===== config.mk =====
export PLATFORM = sky130hd
export DESIGN_NAME = fetch_unit_flat
export DESIGN_NICKNAME = d
export VERILOG_FILES = /design/src/rtl/fetch_unit_pkg.sv /design/src/rtl/fetch_unit_if.sv /design/src/rtl/fetch_unit.sv /design/src/flat_wrapper.sv
export SDC_FILE = /design/constraint.sdc
export NUM_CORES = 1
export LEC_CHECK = 0
export BUFFER_PORTS_ARGS = -buffer_cell sky130_fd_sc_hd__buf_2
export CORE_MARGIN = 2
export CORE_UTILIZATION = 57
export CTS_CLUSTER_SIZE = 40
export DETAILED_ROUTE_END_ITERATION = 6
export GPL_TIMING_DRIVEN = 0
export PLACE_DENSITY = 0.85
export SETUP_SLACK_MARGIN = 0.2
export SYNTH_ARGS = -nofsm -noshare
export SYNTH_HDL_FRONTEND = slang
export SYNTH_SLANG_ARGS = --single-unit
export TNS_END_PERCENT = 50

===== constraint.sdc =====
create_clock -name clk -period 4 [get_ports clk]
set_clock_uncertainty 0.1 [all_clocks]
set_input_delay 0.4 -clock clk [delete_from_list [all_inputs] [get_ports clk]]
set_output_delay 0.4 -clock clk [all_outputs]
set_load 0.01 [all_outputs]

===== src/rtl/fetch_unit_pkg.sv =====
// Shared SIMPLE core definitions: opcode field constants, reset PC and HLT decode.
package fetch_unit_pkg;

  localparam logic [15:0] RESET_PC_DEF = 16'h0000;

  localparam logic [1:0] OP_ARITH = 2'b11;
  localparam logic [3:0] FN_HLT   = 4'b1111;

  localparam int OP_HI = 15;
  localparam int OP_LO = 14;
  localparam int FN_HI = 7;
  localparam int FN_LO = 4;

  function automatic logic is_hlt(input logic [15:0] instr);
    return (instr[OP_HI:OP_LO] == OP_ARITH) && (instr[FN_HI:FN_LO] == FN_HLT);
  endfunction

endpackage


===== src/rtl/fetch_unit_if.sv =====
// Fetch stage bus: instruction-memory handshake, decode handshake and branch redirect.
interface fetch_unit_if #(
  parameter int ADDR_W = 16
);

  logic              imem_req;
  logic [ADDR_W-1:0] imem_addr;
  logic              imem_ack;
  logic [15:0]       imem_data;

  logic [15:0]       command;
  logic [ADDR_W-1:0] cmd_pc;
  logic              cmd_valid;
  logic              cmd_ready;

  logic              pc_load;
  logic [ADDR_W-1:0] pc_target;
  logic              halted;

  modport master (
    output imem_req, imem_addr, command, cmd_pc, cmd_valid, halted,
    input  imem_ack, imem_data, cmd_ready, pc_load, pc_target
  );

  modport slave (
    input  imem_req, imem_addr, command, cmd_pc, cmd_valid, halted,
    output imem_ack, imem_data, cmd_ready, pc_load, pc_target
  );

endinterface


===== src/rtl/fetch_unit.sv =====
// Instruction fetch stage: owns the PC, fetches one word per request and buffers it for decode.
module fetch_unit
  import fetch_unit_pkg::*;
#(
  parameter int              ADDR_W   = 16,
  parameter logic [ADDR_W-1:0] RESET_PC = ADDR_W'(RESET_PC_DEF)
) (
  input  logic         clk,
  input  logic         rst_n,
  fetch_unit_if.master bus
);

  typedef enum logic [2:0] {
    S_IDLE,
    S_FETCH,
    S_FULL,
    S_DRAIN,
    S_HALT
  } state_t;

  state_t            state;
  logic [ADDR_W-1:0] pc;
  logic [ADDR_W-1:0] pend_pc;
  logic [15:0]       command_q;
  logic [ADDR_W-1:0] cmd_pc_q;
  logic              cmd_valid_q;

  // A redirect during an outstanding request parks the target in pend_pc so that
  // IMEM_ADDR (the PC) stays stable until the abandoned access is acknowledged.
  always_ff @(posedge clk or negedge rst_n) begin
    if (!rst_n) begin
      state       <= S_IDLE;
      pc          <= RESET_PC;
      pend_pc     <= RESET_PC;
      command_q   <= 16'h0000;
      cmd_pc_q    <= '0;
      cmd_valid_q <= 1'b0;
    end else begin
      case (state)
        S_IDLE: state <= S_FETCH;

        S_FETCH: begin
          if (bus.pc_load) begin
            cmd_valid_q <= 1'b0;
            if (bus.imem_ack) begin
              pc    <= bus.pc_target;
              state <= S_FETCH;
            end else begin
              pend_pc <= bus.pc_target;
              state   <= S_DRAIN;
            end
          end else if (bus.imem_ack) begin
            command_q   <= bus.imem_data;
            cmd_pc_q    <= pc + ADDR_W'(1);
            pc          <= pc + ADDR_W'(1);
            cmd_valid_q <= 1'b1;
            state       <= S_FULL;
          end
        end

        S_FULL: begin
          if (bus.pc_load) begin
            pc          <= bus.pc_target;
            cmd_valid_q <= 1'b0;
            state       <= S_FETCH;
          end else if (bus.cmd_ready) begin
            cmd_valid_q <= 1'b0;
            state       <= is_hlt(command_q) ? S_HALT : S_FETCH;
          end
        end

        S_DRAIN: begin
          cmd_valid_q <= 1'b0;
          if (bus.imem_ack) begin
            pc    <= bus.pc_load ? bus.pc_target : pend_pc;
            state <= S_FETCH;
          end else if (bus.pc_load) begin
            pend_pc <= bus.pc_target;
          end
        end

        S_HALT: state <= S_HALT;

        default: state <= S_IDLE;
      endcase
    end
  end

  assign bus.imem_req  = (state == S_FETCH) || (state == S_DRAIN);
  assign bus.imem_addr = pc;
  assign bus.halted    = (state == S_HALT);
  assign bus.command   = command_q;
  assign bus.cmd_pc    = cmd_pc_q;
  assign bus.cmd_valid = cmd_valid_q;

endmodule


===== src/flat_wrapper.sv =====
// flat-port wrapper written by rule: the top's interface ports become plain ports
module fetch_unit_flat import fetch_unit_pkg::*;
#(
  parameter int              ADDR_W   = 16,
  parameter logic [ADDR_W-1:0] RESET_PC = ADDR_W'(RESET_PC_DEF)
)
  (clk, rst_n, bus_imem_req, bus_imem_addr, bus_command, bus_cmd_pc, bus_cmd_valid, bus_halted, bus_imem_ack, bus_imem_data, bus_cmd_ready, bus_pc_load, bus_pc_target);
  fetch_unit_if #(.ADDR_W(ADDR_W)) bus_i ();
  input  logic clk;
  input  logic rst_n;
  output wire logic [$bits(bus_i.imem_req)-1:0] bus_imem_req;
  output wire logic [$bits(bus_i.imem_addr)-1:0] bus_imem_addr;
  output wire logic [$bits(bus_i.command)-1:0] bus_command;
  output wire logic [$bits(bus_i.cmd_pc)-1:0] bus_cmd_pc;
  output wire logic [$bits(bus_i.cmd_valid)-1:0] bus_cmd_valid;
  output wire logic [$bits(bus_i.halted)-1:0] bus_halted;
  input wire logic [$bits(bus_i.imem_ack)-1:0] bus_imem_ack;
  input wire logic [$bits(bus_i.imem_data)-1:0] bus_imem_data;
  input wire logic [$bits(bus_i.cmd_ready)-1:0] bus_cmd_ready;
  input wire logic [$bits(bus_i.pc_load)-1:0] bus_pc_load;
  input wire logic [$bits(bus_i.pc_target)-1:0] bus_pc_target;
  assign bus_imem_req = bus_i.imem_req;
  assign bus_imem_addr = bus_i.imem_addr;
  assign bus_command = bus_i.command;
  assign bus_cmd_pc = bus_i.cmd_pc;
  assign bus_cmd_valid = bus_i.cmd_valid;
  assign bus_halted = bus_i.halted;
  assign bus_i.imem_ack = bus_imem_ack;
  assign bus_i.imem_data = bus_imem_data;
  assign bus_i.cmd_ready = bus_cmd_ready;
  assign bus_i.pc_load = bus_pc_load;
  assign bus_i.pc_target = bus_pc_target;
  fetch_unit #(.ADDR_W(ADDR_W), .RESET_PC(RESET_PC)) u_core (.clk(clk), .rst_n(rst_n), .bus(bus_i));
endmodule

# Word level (Yosys, flattened, before mapping)
# Index checks and enable logic that the tools add are counted.
[word_totals]
ff_bits = 68
latchBits = 0
ram_bits = 0
romBits = 0
input_bits = 37
out_inout_bits = 51
word_cells = 56
n_memories = 0
[op_classes]
add_sub_neg = 1
n_mul = 0
n_div = 0
order_cmp = 0
eq_ne = 14
n_shift = 0
mux = 24
bitwise = 1
n_reduce_logical = 10
[op_table]
columns = ["cell", "count"]
rows = [
  ["$mux 16", 9],
  ["$pmux 16 s3", 1],
  ["$pmux 16 s2", 1],
  ["$mux 3", 6],
  ["$add 16x1->16 const B", 1],
  ["$pmux 3 s5", 1],
  ["$ne 2x2->1 const B", 6],
  ["$reduce_and 3->1", 3],
  ["$reduce_and 4->1", 2],
  ["$eq 3x2->1 const B", 2],
  ["$ne 3x3->1 const B", 2],
  ["$eq 4x4->1 const B", 1],
  ["$mux 1", 4],
  ["$eq 3x1->1 const B", 1],
  ["$eq 3x3->1 const B", 1],
  ["$logic_not 3->1", 1],
  ["$pmux 1 s3", 1],
  ["$reduce_bool 3->1", 1],
  ["$eq 2x2->1 const B", 1],
  ["$mux 2", 1],
  ["$reduce_bool 2->1", 1],
  ["$logic_and 1x1->1", 1],
  ["$logic_or 1x1->1", 1],
  ["$not 1->1", 1],
]

# Longest topological paths before layout
[depth]
word_depth = 6
mapped_depth = 7
mapped_depth_nobuf = 6

# Worst setup path after synthesis
# Ideal clock, no wire load.
[synth_path]
path_type = "reg-to-reg"
startpoint = "register u_core.pc[0], in the netlist u_core.bus.imem_addr[0]"
endpoint = "register u_core.pc[12], in the netlist u_core.bus.imem_addr[12]"
t_arrival_ns = 1.483
required_ns = 3.779
slack_ns = 2.296
stages_incl_launch_ff = 7
path_buffers = 0
synth_period_minus_slack_ns = 1.704
path_cell_list = "dfrtp_1 > ha_1 > nand3_1 > nor3_2 > and4_1 > a31oi_1 > o22a_1"
[synth_between]
elab_chain_cells = 4
[synth_rtl]
columns = ["element", "line", "source"]
rows = [
  ["start, declared", "fetch_unit.sv:22", "logic [ADDR_W-1:0] pc;"],
  ["start signal, assigned", "fetch_unit.sv:46", "pc <= bus.pc_target;"],
  ["start signal, assigned", "fetch_unit.sv:55", "pc <= pc + ADDR_W'(1);"],
  ["start signal, assigned", "fetch_unit.sv:63", "pc <= bus.pc_target;"],
  ["$add 16x1->16", "fetch_unit.sv:55", ""],
  ["$mux 16", "fetch_unit.sv:52", "end else if (bus.imem_ack) begin"],
  ["$mux 16", "fetch_unit.sv:43", "if (bus.pc_load) begin"],
  ["$pmux 16 s3", "fetch_unit.sv:39", "case (state)"],
]
# Every way passes these cells. The select of a mux whose other input is x is not followed.
# A chain may end at the register's enable or synchronous reset.

# Worst setup path after layout
# Ends and elaborated chain as after synthesis.

==> impl_metrics.tcl <==
set metrics [dict create \
    via_count 2942 \
    io_buffers 87 \
    slew_violations 0 \
    tightest_slew_ns 0.8500 \
    cts_setup_buffers 0 \
    fillers 435 \
    grt_pass1_vias 2777 \
    syn-num-nets 352 \
    reg2reg_depth 6 \
    synth-simple-area-share 0.1379 \
    critPathSlowestCell "dfrtp_1" \
    async_reset_ff_frac 1.000 \
    nets 450 \
    initial_utilization 0.5973 \
    synth-seq-cells 68 \
    cts_max_path_buffers 2 \
    ant_nets 0 \
    synth_ff_type "dfrtp_1" \
    fmax_ghz 0.5059 \
    rsz0062_at_grt "false" \
    critical_path.max_fanout 8 \
    syn-cell-area_um2 3329 \
    grt_max_degree 69 \
    synth_mux_area_frac 0.1142 \
    path_class "flip-flop to flip-flop" \
    multi_input_area_um2 1514 \
    timing.rr.start "u_core.bus.imem_addr[0]" \
    htreeDepth 3 \
    timing.final.crit_share 0.4941 \
    synth_xor_area_frac 0.03683 \
    critPathCaptureType "flip-flop" \
    grt_overflow 0 \
    grt_usage 0.2784 \
    p_leak_nw 1.838 \
    synth_top_family_by_area "compound AO/OA/AOI/OAI gates" \
    yosysUniqueCellTypes 53 \
    setup_viol 0 \
    die_h_um 80.43 \
    wl_per_cell_um 17.45 \
    firstDrtPassIters 5 \
    grt_pass1_wl_um 13520 \
    drtIter0Drc 273 \
    ctsResizeCount 0 \
    numCtsBuffers 9 \
    synth_fa_ha_area_frac 0.003758 \
    cp_data_arrival_time_ns 2.10 \
    core_um2 5574 \
    dp_hpwl_um 6172 \
    drc 0 \
    seqCellArea_um2 1702 \
    globalplace.congestion 0.8649 \
    period_minus_slack_ns 1.977 \
    clk_latency_ns 0.34 \
    cts_root_buf "clkbuf_8" \
    syn_to_final_growth_pct 20.93 \
    drive_above_1_share 0.3462 \
    antenna_found_initial 0 \
    ff2ff_setup_slack_ns 2.02 \
    ir_drop_v 0.0003288 \
    r2r_end "u_core.bus.imem_addr[12]" \
    synth_warnings 0 \
    cellPowerDensity_nw_per_um2 540.7 \
    status "completed" \
    cts.sinks 68 \
    die_x_um 80.43 \
    hp-class "input pin to async pin" \
    setup_tns_ns 0 \
    critical_path_buf_inv_count 0 \
    clk_pin_slew_ns 0.07 \
    critical_path_required_ns 4.13 \
    hold_buffers 0 \
    maxCapViolations 0 \
    cp-start-kind "flip-flop" \
    path_delay_family "simple AND/OR/NAND/NOR gates" \
    routed_via_density 6.029 \
    path_cells "ha_1 -> nand3_1 -> nor3_2 -> and4_1 -> a31oi_1 -> o22a_1" \
    synthCells 314 \
    pin_count 88 \
    finalPower_mw 2.177 \
    synth_compound_area_frac 0.1620 \
    relSlewSlack 0.4333 \
    syn_avg_cell_area_um2 10.60 \
    diodes 0 \
    wl_um 8514 \
    dieArea_um2 6468 \
    hold_viol_final 0 \
    cts_tree "done" \
    rows 27 \
    synth_edf_count 0 \
    slowest_delay_ns 0.51 \
    ys_seq_area_frac 0.5111 \
]
-- worst max-delay path by stage --
stage / startpoint / endpoint / slack, ns / depth (start not counted)
global route: u_core.state[1] / u_core.bus.imem_addr[7] / 1.92 / 5
floorplan: u_core.bus.imem_addr[0] / u_core.bus.imem_addr[12] / 2.30 / 6
global placement: bus_pc_load / u_core.bus.imem_addr[10] / 1.99 / 6
detailed placement: bus_pc_load / u_core.bus.imem_addr[10] / 1.96 / 6
finish: u_core.bus.imem_addr[0] / u_core.bus.imem_addr[12] / 2.02 / 6
CTS: u_core.bus.imem_addr[0] / u_core.bus.imem_addr[12] / 2.08 / 6
-- kinds of logic after synthesis --
family / Yosys count
simple gates: 89
compound gates: 84
flops: 68
mux: 34
buf+inv: 24
xor+xnor: 14
fa+ha+maj: 1
-- cells in the mapped netlist (2+ instances only) --
master	instances	area (µm²)
a21oi_1	16	80.08
a221oi_1	2	17.52
a311oi_1	2	17.52
a31oi_1	5	31.28
and3_1	3	18.77
and4_1	5	43.79
buf_2	12	60.06
clkbuf_1	3	11.26
dfrtp_1	68	1702
inv_1	6	22.52
mux2_1	8	90.09
mux2_2	24	270.3
mux2i_1	2	20.02
nand2_1	34	127.6
nand2b_1	4	25.02
nand3_1	9	45.04
nand4_1	2	12.51
nor2_1	14	52.55
nor3_1	7	35.03
nor3_2	2	20.02
o21a_1	3	22.52
o21ai_0	25	125.1
o221ai_1	3	26.28
o22a_1	6	52.55
o22ai_1	8	50.05
o32ai_1	2	17.52
xnor2_1	10	87.58
xor2_1	4	35.03
-- cells in the final DEF, fill, tap and decap left out, types with 6 or more instances in the layout --
master and n:
mux2_1 8, nand2_1 34, nor2_1 14, buf_2 98, dfrtp_1 68, inv_1 6
nor3_1 7, nand3_1 9, xnor2_1 10, mux2_2 24, o22a_1 6, o22ai_1 8
clkbuf_8 11, o21ai_0 25, a21oi_1 16
-- metrics by stage --
stage	utilization	hold WS, ns	cells	instance area [µm²]	setup slack (ns)
2_1_floorplan	-	0.004409	314	3329	2.296
3_3_place_gp	0.6916	0.3580	473	3855	1.993
3_5_place_dp	0.6920	0.3680	473	3857	1.956
4_1_cts	0.7223	0.09738	488	4026	2.076
5_1_grt	0.7223	0.1409	488	4026	1.925
6_report	0.7223	0.05824	488	4026	2.023
-- sequential cells by signal, summed over array words and instances, names as in the netlist --
name and count:
u_core.bus.cmd_pc 16, u_core.bus.command 16, u_core.bus.imem_addr 16, u_core.pend_pc 16, u_core.state 3, u_core.bus.cmd_valid 1
-- per-layer routing --
metal | track usage | vias to the layer above | part of all wire
met2 | 0.4542 | 153 | 0.49
met4 | 0.1169 | 0 | 0.024
met5 | 0 | - | 0
met3 | 0.05169 | 21 | 0.075
li1 | - | 1341 | -
met1 | 0.3657 | 1427 | 0.41
-- power by group --
group          switching [mW]  internal (mW)  leakage [nW]
logic                   0.369          0.304         0.937
registers               0.137          0.870         0.811
clock network           0.244          0.254        0.0893
total                   0.749           1.43          1.84
-- layout make-up --
class,count,area share
plain buffers,17,0.02175
repair buffers,87,0.1088
inverters,7,0.006526
flip-flops and latches,68,0.4226
clock buffers,13,0.03947
multi-input cells,222,0.3760
well taps,72,0.02237
clock inverters,2,0.002486
(Power assumes the default switching activity.)
